--- src/rtl/brd_eth_rx_framer.sv ---
// brd_eth_rx_framer
// Receive-side Ethernet framer. Strips preamble/SFD, checks CRC-32 and frame
// length, forwards frame bytes to the packet engine and flags each frame end
// as good or bad.
//
// Ports
//   clk              single clock, rising edge
//   rst_n            asynchronous active-low reset
//   phy_stream_i     {cke, frm, dat[7:0]} from the PHY; byte valid when cke=1
//   in_eth_stream_o  {cke, frm, dat[7:0]} to the packet engine
//   frm_good_o       one-cycle pulse at the end of an accepted frame
//   frm_bad_o        one-cycle pulse at the end of a rejected frame
//   rx_frame_cnt_o   saturating count of frm_good_o pulses
//   rx_err_cnt_o     saturating count of frm_bad_o pulses
//
// Configuration
//   BRD_RX_FCS_STRIP_EN  when defined, a 4-byte cke-qualified delay line
//                        withholds the trailing FCS (latency 4 cke bytes + 1
//                        clk); when undefined FCS is forwarded (latency 1 clk).

module brd_eth_rx_framer #(
    parameter int unsigned MIN_FRAME = 64,
    parameter int unsigned MAX_FRAME = 1518
) (
    input  logic        clk,
    input  logic        rst_n,
    input  logic [9:0]  phy_stream_i,
    output logic [9:0]  in_eth_stream_o,
    output logic        frm_good_o,
    output logic        frm_bad_o,
    output logic [15:0] rx_frame_cnt_o,
    output logic [15:0] rx_err_cnt_o
);

    localparam int unsigned CNT_W  = 11;
    localparam int unsigned CRC_W  = 32;
    localparam int unsigned STAT_W = 16;
    localparam int unsigned PRE_W  = 3;

    localparam logic [2:0] S_IDLE     = 3'd0;
    localparam logic [2:0] S_PREAMBLE = 3'd1;
    localparam logic [2:0] S_PAYLOAD  = 3'd2;
    localparam logic [2:0] S_CHECK    = 3'd3;
    localparam logic [2:0] S_DROP     = 3'd4;

    localparam logic [7:0]       PRE_BYTE      = 8'h55;
    localparam logic [7:0]       SFD_BYTE      = 8'hD5;
    localparam logic [PRE_W-1:0] PRE_MAX       = PRE_W'(7);
    localparam logic [CNT_W-1:0] CNT_MAX       = {CNT_W{1'b1}};
    localparam logic [STAT_W-1:0] STAT_MAX     = {STAT_W{1'b1}};
    localparam logic [CRC_W-1:0] CRC_INIT      = 32'hFFFF_FFFF;
    localparam logic [CRC_W-1:0] CRC_POLY_REFL = 32'hEDB8_8320;
    // Residue in normal (MSB-first) bit order; the register runs reflected.
    localparam logic [CRC_W-1:0] CRC_RESIDUE   = 32'hC704_DD7B;

`ifdef BRD_RX_FCS_STRIP_EN
    localparam int unsigned DLY_W     = 32;
    localparam logic [2:0]  DLY_DEPTH = 3'd4;
`endif

    // Reflected CRC-32 update over one byte, LSB first.
    function automatic logic [CRC_W-1:0] crc32_byte(input logic [CRC_W-1:0] crc,
                                                    input logic [7:0]       d);
        logic [CRC_W-1:0] c;
        c = crc ^ {24'h0, d};
        for (int i = 0; i < 8; i++) begin
            c = c[0] ? ((c >> 1) ^ CRC_POLY_REFL) : (c >> 1);
        end
        return c;
    endfunction

    function automatic logic [CRC_W-1:0] bit_rev32(input logic [CRC_W-1:0] v);
        logic [CRC_W-1:0] r;
        for (int i = 0; i < 32; i++) begin
            r[i] = v[31-i];
        end
        return r;
    endfunction

    logic              cke_c;
    logic              frm_c;
    logic [7:0]        dat_c;

    logic [2:0]        state_q,     state_d;
    logic              armed_q,     armed_d;
    logic [PRE_W-1:0]  pre_cnt_q,   pre_cnt_d;
    logic [CNT_W-1:0]  byte_cnt_q,  byte_cnt_d;
    logic [CRC_W-1:0]  crc_q,       crc_d;
    logic              out_cke_q,   out_cke_d;
    logic              out_frm_q,   out_frm_d;
    logic [7:0]        out_dat_q,   out_dat_d;
    logic              good_q,      good_d;
    logic              bad_q,       bad_d;
    logic [STAT_W-1:0] frame_cnt_q, frame_cnt_d;
    logic [STAT_W-1:0] err_cnt_q,   err_cnt_d;
`ifdef BRD_RX_FCS_STRIP_EN
    logic [DLY_W-1:0]  dly_q,       dly_d;
    logic [2:0]        dly_cnt_q,   dly_cnt_d;
`endif

    logic              fwd_c;
    logic [7:0]        fwd_dat_c;
    logic [CNT_W-1:0]  cnt_inc_c;
    logic              len_ok_c;
    logic              crc_ok_c;
    logic              frame_ok_c;

    assign cke_c = phy_stream_i[9];
    assign frm_c = phy_stream_i[8];
    assign dat_c = phy_stream_i[7:0];

    assign cnt_inc_c  = (byte_cnt_q == CNT_MAX) ? byte_cnt_q : byte_cnt_q + CNT_W'(1);
    assign len_ok_c   = (32'(byte_cnt_q) >= MIN_FRAME) && (32'(byte_cnt_q) <= MAX_FRAME);
    assign crc_ok_c   = (bit_rev32(crc_q) == CRC_RESIDUE);
    assign frame_ok_c = len_ok_c && crc_ok_c;

    // Next-state, datapath and output decode.
    always_comb begin
        state_d     = state_q;
        armed_d     = armed_q;
        pre_cnt_d   = pre_cnt_q;
        byte_cnt_d  = byte_cnt_q;
        crc_d       = crc_q;
        out_cke_d   = cke_c;
        out_frm_d   = out_frm_q;
        out_dat_d   = out_dat_q;
        good_d      = 1'b0;
        bad_d       = 1'b0;
        frame_cnt_d = frame_cnt_q;
        err_cnt_d   = err_cnt_q;
        fwd_c       = 1'b0;
        fwd_dat_c   = 8'h00;
`ifdef BRD_RX_FCS_STRIP_EN
        dly_d       = dly_q;
        dly_cnt_d   = dly_cnt_q;
`endif

        if (cke_c) begin
            if (!armed_q) begin
                // Out of reset: wait for an inter-frame gap so no partial frame is taken.
                state_d = S_IDLE;
                armed_d = !frm_c;
            end else begin
                case (state_q)
                    S_IDLE: begin
                        if (frm_c) begin
                            if (dat_c == PRE_BYTE) begin
                                state_d   = S_PREAMBLE;
                                pre_cnt_d = PRE_W'(1);
                            end else begin
                                state_d = S_DROP;
                            end
                        end
                    end
                    S_PREAMBLE: begin
                        if (!frm_c) begin
                            state_d = S_DROP;
                        end else if (dat_c == PRE_BYTE) begin
                            if (pre_cnt_q == PRE_MAX) begin
                                state_d = S_DROP;
                            end else begin
                                pre_cnt_d = pre_cnt_q + PRE_W'(1);
                            end
                        end else if (dat_c == SFD_BYTE) begin
                            state_d    = S_PAYLOAD;
                            crc_d      = CRC_INIT;
                            byte_cnt_d = '0;
`ifdef BRD_RX_FCS_STRIP_EN
                            dly_cnt_d  = 3'd0;
`endif
                        end else begin
                            state_d = S_DROP;
                        end
                    end
                    S_PAYLOAD: begin
                        if (frm_c) begin
                            crc_d      = crc32_byte(crc_q, dat_c);
                            byte_cnt_d = cnt_inc_c;
                            if (32'(cnt_inc_c) > MAX_FRAME) begin
                                // Oversize: reject now, DROP swallows the rest silently.
                                state_d = S_DROP;
                                bad_d   = 1'b1;
                            end else begin
`ifdef BRD_RX_FCS_STRIP_EN
                                // Release the oldest byte only once four are held back.
                                dly_d = {dly_q[23:0], dat_c};
                                if (dly_cnt_q == DLY_DEPTH) begin
                                    fwd_c     = 1'b1;
                                    fwd_dat_c = dly_q[31:24];
                                end else begin
                                    dly_cnt_d = dly_cnt_q + 3'd1;
                                end
`else
                                fwd_c     = 1'b1;
                                fwd_dat_c = dat_c;
`endif
                            end
                        end else begin
                            state_d = S_CHECK;
                        end
                    end
                    S_CHECK: begin
                        good_d = frame_ok_c;
                        bad_d  = !frame_ok_c;
                        // This cke byte may already open the next frame.
                        if (frm_c) begin
                            if (dat_c == PRE_BYTE) begin
                                state_d   = S_PREAMBLE;
                                pre_cnt_d = PRE_W'(1);
                            end else begin
                                state_d = S_DROP;
                            end
                        end else begin
                            state_d = S_IDLE;
                        end
                    end
                    S_DROP: begin
                        if (!frm_c) begin
                            state_d = S_IDLE;
                        end
                    end
                    default: begin
                        state_d = S_IDLE;
                    end
                endcase
            end

            out_frm_d = fwd_c;
            out_dat_d = fwd_c ? fwd_dat_c : 8'h00;
        end

        if (good_d && (frame_cnt_q != STAT_MAX)) begin
            frame_cnt_d = frame_cnt_q + STAT_W'(1);
        end
        if (bad_d && (err_cnt_q != STAT_MAX)) begin
            err_cnt_d = err_cnt_q + STAT_W'(1);
        end
    end

    // State and datapath registers.
    always_ff @(posedge clk or negedge rst_n) begin
        if (!rst_n) begin
            state_q     <= S_IDLE;
            armed_q     <= 1'b0;
            pre_cnt_q   <= '0;
            byte_cnt_q  <= '0;
            crc_q       <= CRC_INIT;
            out_cke_q   <= 1'b0;
            out_frm_q   <= 1'b0;
            out_dat_q   <= 8'h00;
            good_q      <= 1'b0;
            bad_q       <= 1'b0;
            frame_cnt_q <= '0;
            err_cnt_q   <= '0;
`ifdef BRD_RX_FCS_STRIP_EN
            dly_q       <= '0;
            dly_cnt_q   <= 3'd0;
`endif
        end else begin
            state_q     <= state_d;
            armed_q     <= armed_d;
            pre_cnt_q   <= pre_cnt_d;
            byte_cnt_q  <= byte_cnt_d;
            crc_q       <= crc_d;
            out_cke_q   <= out_cke_d;
            out_frm_q   <= out_frm_d;
            out_dat_q   <= out_dat_d;
            good_q      <= good_d;
            bad_q       <= bad_d;
            frame_cnt_q <= frame_cnt_d;
            err_cnt_q   <= err_cnt_d;
`ifdef BRD_RX_FCS_STRIP_EN
            dly_q       <= dly_d;
            dly_cnt_q   <= dly_cnt_d;
`endif
        end
    end

    assign in_eth_stream_o = {out_cke_q, out_frm_q, out_dat_q};
    assign frm_good_o      = good_q;
    assign frm_bad_o       = bad_q;
    assign rx_frame_cnt_o  = frame_cnt_q;
    assign rx_err_cnt_o    = err_cnt_q;

endmodule

--- config.mk ---
export PLATFORM = sky130hd
export DESIGN_NAME = brd_eth_rx_framer
export DESIGN_NICKNAME = d
export VERILOG_FILES = /design/src/rtl/brd_eth_rx_framer.sv
export SDC_FILE = /design/constraint.sdc
export NUM_CORES = 1
export LEC_CHECK = 0
export ABC_AREA = 1
export ABC_CLOCK_PERIOD_IN_PS = 2300
export CORE_ASPECT_RATIO = 0.9
export CORE_MARGIN = 2
export CORE_UTILIZATION = 25
export CTS_CLUSTER_SIZE = 24
export DETAILED_ROUTE_END_ITERATION = 8
export PLACE_DENSITY_LB_ADDON = 0.05
export SYNTH_ARGS = -nofsm -noshare
export SYNTH_HDL_FRONTEND = slang
export SYNTH_SLANG_ARGS = --single-unit
--- constraint.sdc ---
create_clock -name clk -period 2.3 [get_ports clk]
set_input_delay 0.69 -clock clk [delete_from_list [all_inputs] [get_ports clk]]
set_output_delay 0.69 -clock clk [all_outputs]
set_load 0.02 [all_outputs]
-- Yosys cells after proc, flatten, opt, wreduce, memory -nomap -nowiden
Index checks and enable logic that the tools add are counted.
- bits in registers: 94
- output and inout bits: 44
- equality and inequality tests: 23
- $add $sub $neg: 4
- reductions and logical operators: 13
- multiplexer cells: 56
- bitwise gates (word level): 9
- order comparisons: 3
- operators by type and width (kind ; number):
    two-way mux 32 bit ; 12
    inverter 13 -> 14 bit ; 8
    case mux 32 bit (2 select lines) ; 1
    two-way mux 11 bit ; 5
    two-way mux 3 bit ; 16
    two-way mux 8 bit ; 5
    adder 16 x 1 -> 16 bit (second input constant) ; 2
    equality test 32 bit (second input constant) ; 1
    != test 16 bit (second input constant) ; 2
    bitwise XOR 32 x 8 -> 32 bit ; 1
    case mux 11 bit (2 select lines) ; 1
    case mux 3 bit (5 select lines) ; 1
    two-way mux 1 bit ; 13
    != test 2 bit (second input constant) ; 6
    adder 11 x 1 -> 11 bit (second input constant) ; 1
    equality test 11 bit (second input constant) ; 1
    greater-or-equal comparator 11 x 7 -> 1 bit (second input constant) ; 1
    > comparator 11 bit (second input constant) ; 1
    <= comparator 11 bit (second input constant) ; 1
    equality test 8 x 7 -> 1 bit (second input constant) ; 1
    equality test 8 bit (second input constant) ; 1
    AND reduction 8 bit ; 1
    AND reduction 7 bit ; 1
    equality test 3 x 2 -> 1 bit (second input constant) ; 2
    15 further kinds ; 23

-- Depth between registers and ports, before layout
- depth after elaboration: 19
- gate-level depth with buffers: 17

-- Worst setup path after synthesis
Ideal clock, no wire load.
- kind: register -> register
- start point: register err_cnt_q[0], in the netlist rx_err_cnt_o[0]
- end point: register err_cnt_q[12], in the netlist rx_err_cnt_o[12]
- slack: 67 ps
- period minus slack after synthesis: 2233 ps
- data arrival time: 2115 ps
- stages on the path, launching flop included: 10
- cell sequence: dfrtp_1 ha_1 nand3_1 nor3b_1 nand3_1 nor2_1 nand4_1 clkbuf_1 nand4_1 nand2_1
- cells in the longest elaborated chain, start to end: 2
- elaborated cells on any way between the ends: 3
- RTL lines (element ; RTL line ; text):
    start: declaration ; 95 ; logic [STAT_W-1:0] err_cnt_q, err_cnt_d;
    start signal: assignment ; 271 ; err_cnt_q <= err_cnt_d;
    branches (longest 2 deep; another with adder 16 x 1 -> 16 bit) ; -- ;
Several ways; the timed one is not identified.
A chain may end at the register's enable or synchronous reset.

-- Final worst setup path
- start point: register byte_cnt_q[1]
- end point: register out_dat_q[6]
- cells in the longest elaborated chain, start to end: 9
- elaborated cells on any way between the ends: 14
- RTL lines (element ; RTL line ; text):
    start: declaration ; 87 ; logic [CNT_W-1:0] byte_cnt_q, byte_cnt_d;
    start signal: assignment ; 263 ; byte_cnt_q <= byte_cnt_d;
    adder 11 x 1 -> 11 bit or equality test 11 bit (tied branches) ; 112 ; assign cnt_inc_c = (byte_cnt_q == CNT_MAX) ? byte_cnt_q : byte_cnt_q + CNT_W'(1);
    two-way mux 11 bit (*) ; 112 ;
    > comparator 11 bit (*) ; 179 ; if (32'(cnt_inc_c) > MAX_FRAME) begin
    two-way mux 1 bit ; 179 ;
    two-way mux 1 bit ; 176 ; if (frm_c) begin
    two-way mux 1 bit ; 144 ; case (state_q)
    two-way mux 1 bit ; 139 ; if (!armed_q) begin
    two-way mux 1 bit ; 138 ; if (cke_c) begin
    two-way mux 8 bit (*) ; 229 ; out_dat_d = fwd_c ? fwd_dat_c : 8'h00;
    end signal: assignment ; 267 ; out_dat_q <= out_dat_d;
    end: declaration ; 91 ; logic [7:0] out_dat_q, out_dat_d;
Mark *: on every way between the ends. The rest lies on a longest branch, timed or not. The select of a mux whose other input is x is not followed.

==> results by stage <==
Timing:
- Setup repair after global routing could not meet its margin everywhere.
- The worst pin sits at a relative slew slack of 0.664.
- The fmax is approximately 450 MHz.
- The final total negative setup slack is 0 ps.
- Setup violations remaining at the end of the flow were counted as 0.
- The routed design could run at a clock period as short as ~2200 ps.
- The final max-slew violation count is 0.
- The worst hold slack after final layout is 238 ps.
- For the final database, setup skew stands at 17.0 ps.
- The measured slew at the worst slew-check pin is 499 ps.
- The count of endpoints failing hold in the final timing report is 0.
- The worst setup slack after layout is about 90 ps.
- The final worst-path cycle share is 0.962.

Worst setup path:
- The worst setup path is of the flip-flop to flip-flop kind.
- The signal arrival time at the worst endpoint is 2500 ps.
- The data required time at the worst endpoint is 2590 ps.
- The worst setup path is launched from a flip-flop.
- Counting cells, the worst reg-to-reg path comes to 15.
- STA classifies the critical path endpoint as a flip-flop.
- Along the worst path, the maximum fanout reaches 8.

Yosys:
- The mean instance size in the synthesized netlist is roughly 7.9 sq um.
- The register bit count reported by yosys is 94.
- The area of the mapped netlist is approximately 5900 sq um.
- The sequential fraction of the synthesis area is 0.408.
- The count of synthesis-stage warnings from yosys is 0.
- The netlist uses 40 different library cells.
- The cell count after synthesis came out at between 700 and 800.
- The number of nets in the synthesized netlist is 761.

Floorplan:
- The horizontal die dimension is 165 um.
- The initial utilization of the core area, before any placement, comes to 0.253.
- For this design the top-level I/O count stands at 56.
- The die covers 24,700 sq um.
- The number of core rows is between 50 and 60.
- The die extent in y is between 100 and 150 um.
- The area of the core region is 23,200 sq um.

Route:
- In the detailed route, the total length drawn on met3 is 484 um.
- The post-detailed-route via-to-cell ratio is between 4 and 5.
- The detailed-routing iteration count for the pre-antenna-repair pass is 4.
- Once detail routing completed, the nets flagged for antenna violations numbered 0.
- The wire length the detailed router placed on met1 is 9.39 mm.
- The wire length on met2 is 8.45 mm.
- In the routed design, unresolved DRC markers number 0.
- Detailed routing inserted a total of between 5,000 and 6,000 vias.
- The detailed router finished its first iteration with 239 violations.
- In this run the top signal layer used is met4.
- After detailed routing, the total wire length is between 15 and 20 mm.
- Dividing the detail-routed wire length by the instance count gives 15.4 um.

Layout:
- At the end of the flow, the number of nets in the layout was 916.
- For this run, the share of the core covered by cells in the final layout is 0.351.
- The commonest non-fill, non-tap cell in the layout is nand2_1.
- Compared with the post-synthesis result, the final layout area differs by 38.7%.
- The cell area after layout is 8140 sq um.
- Of the cells placed in the final design, the portion with a size suffix greater than 1 is 0.249.
- The library cells used most frequently in the layout, excluding fill and tap cells, are nand2_1 (161), buf_4 (96), inv_1 (82).
- The diode insertion count for antenna repair is 0.

Clock tree:
- The H-tree depth is 3.
- The clock transition at the registers of the reported paths is 70 ps.
- The CTS tree is yes.
- The number of hold-repair buffers added at the cts stage is 0.
- The clock net in this run drives a total of 94 sinks.
- The maximum count of clock buffers along a single path is 2.
- The clock tree root driver cell is clkbuf_16.
- The later-pin clock latency in the skew report is 360 ps.
- Clock tree synthesis inserted a total of 9 buffers.

Power:
- The analysis attributes to cell leakage a power of 3.92 nW.
- The internal power contribution is about 0.0031 W.
- The peak supply drop is 349 uV.
- The power share of the sequential group is 0.410.
- The power density over the cells is 543 nW/um^2.
- The switching component of the power is around 0.0013 W.
- Of the total power, the clock network draws 0.361.
- The combinational power share is 0.228.
- The switching power as a share of total power is 0.305.

Global route:
- The total routing usage reported by global routing is 0.157.
- The maximum number of pins on one net before global-route repair is 41.
- For this run the aggregate overflow at the end of global routing stands at 0.
- The wire length of the first global-routing pass is 29.9 mm.
- The via count of the first global-routing pass is 5,424.
- The number of antenna violations at the first check in global routing is 0.

Place:
- The final estimated routing congestion in global placement is 0.793.
- The count of input and output buffers is 55.
- After detailed placement, the total cell area comes to around 7500 sq um.
- OpenSTA, run right after detailed placement, puts the worst setup slack at -444 ps.
- The HPWL after detailed placement is 14.0 mm.

Flow run:
- Across the run, the number of max-cap violations was 0.

Status:
- The run finished with clean final reports.

Hold path:
- The kind of path behind the tightest hold check is input pin to asynchronous set/reset pin.
cells by family after synthesis:
logic type               after synthesis  share of synthesized area
flip-flops                            94                      0.408
XOR/XNOR                              98                      0.151
AO/OA/AOI/OAI                         79                     0.0783
AND/OR/NAND/NOR                      362                      0.277
buffers and inverters                103                     0.0712
adder cells (fa/ha/maj)                6                     0.0128
multiplexers                           1                    0.00171
synth_stat cells (all sizes together):
library cell	count	share of area
a31oi	2	0.0021
clkbuf	9	0.0058
xor2	68	0.10
a22oi	9	0.012
a21boi	1	0.0013
nor3b	3	0.0038
a21o	1	0.0013
ha	6	0.013
a21oi	23	0.020
nand3	36	0.035
nand4	35	0.037
nand2	180	0.12
xnor2	30	0.047
inv	85	0.054
nor4	6	0.0064
a211oi	2	0.0026
o22ai	11	0.012
buf	9	0.011
nand3b	1	0.0013
mux2i	1	0.0017
dfrtp	62	0.26
dfstp	32	0.14
nor2	80	0.056
nor3	16	0.014
o211ai	3	0.0038
o21ai	25	0.021
o22a	2	0.0030
or2	5	0.0053
through the flow:
stage / std cells / total power, W
finish: 1205 / 0.00442
global route: 1205 / 0.00468
CTS: 1199 / 0.00447
detailed placement: 1182 / 0.00281
global placement: 1182 / 0.00281
floorplan: 743 / 0.00241
what timing repair did:
action | 4_1_cts | 5_1_grt
cloned | 1 | 0
setup buffers | 0 | 6
endpoints found under the setup margin | 40 | 88
pin swaps | 5 | 21
gates resized for setup | 9 | 59
worst max-delay path, cell delays in order (launching register included):
cell     delay (ps)
dfrtp_1         370
ha_2            210
nand3_4         100
nor2_4          140
buf_6           120
nand3_1          60
nand2_1          80
inv_1            50
nand2_2          80
nor2_4           50
a21oi_2         170
nand4_1         250
nor2_2          200
buf_6           170
nand2_2          50
nand2_1          60
path summary, 6_finish.rpt:
path | start | endpoint | slack, ps
min in group clk | out_dat_q[1] | out_dat_q[1] | 490
hold / removal | rst_n | byte_cnt_q[3] | 240
setup / recovery | byte_cnt_q[1] | out_dat_q[6] | 90
setup reg to reg | byte_cnt_q[1] | out_dat_q[6] | 90
hold reg to reg | out_dat_q[1] | out_dat_q[1] | 490
max in group asynchronous | rst_n | crc_q[13] | 1470
flip-flops by register name (all words and copies together), names as in the netlist, 3 cells and up:
| name | cells |
|---|---|
| rx_err_cnt_o | 16 |
| out_dat_q | 8 |
| crc_q | 32 |
| pre_cnt_q | 3 |
| rx_frame_cnt_o | 16 |
| state_q | 3 |
| byte_cnt_q | 11 |
power groups by stage:
stage | registers (W) | logic (W) | clock network [W]
2_1_floorplan | 0.00182 | 0.000587 | 0
6_report | 0.00181 | 0.00101 | 0.00160
5_1_grt | 0.00183 | 0.00114 | 0.00172
3_5_place_dp | 0.00184 | 0.000970 | 0
4_1_cts | 0.00181 | 0.000988 | 0.00166
3_3_place_gp | 0.00184 | 0.000967 | 0
per-layer routing:
metal,track usage,vias up
met5,0,-
met4,0.0397,0
met3,0.0261,16
met1,0.226,2571
li1,-,2715
met2,0.244,75
final cells by class:
cell class / count / area (sq um)
tap: 302 / 378
clock buffer: 10 / 239
inverter: 85 / 319
multi-input combinational: 547 / 3300
clock inverter: 6 / 67.6
fill: 2481 / 15100
timing repair buffer: 161 / 1440
sequential: 94 / 2390
No activity file was read; power rests on OpenSTA's default activity.
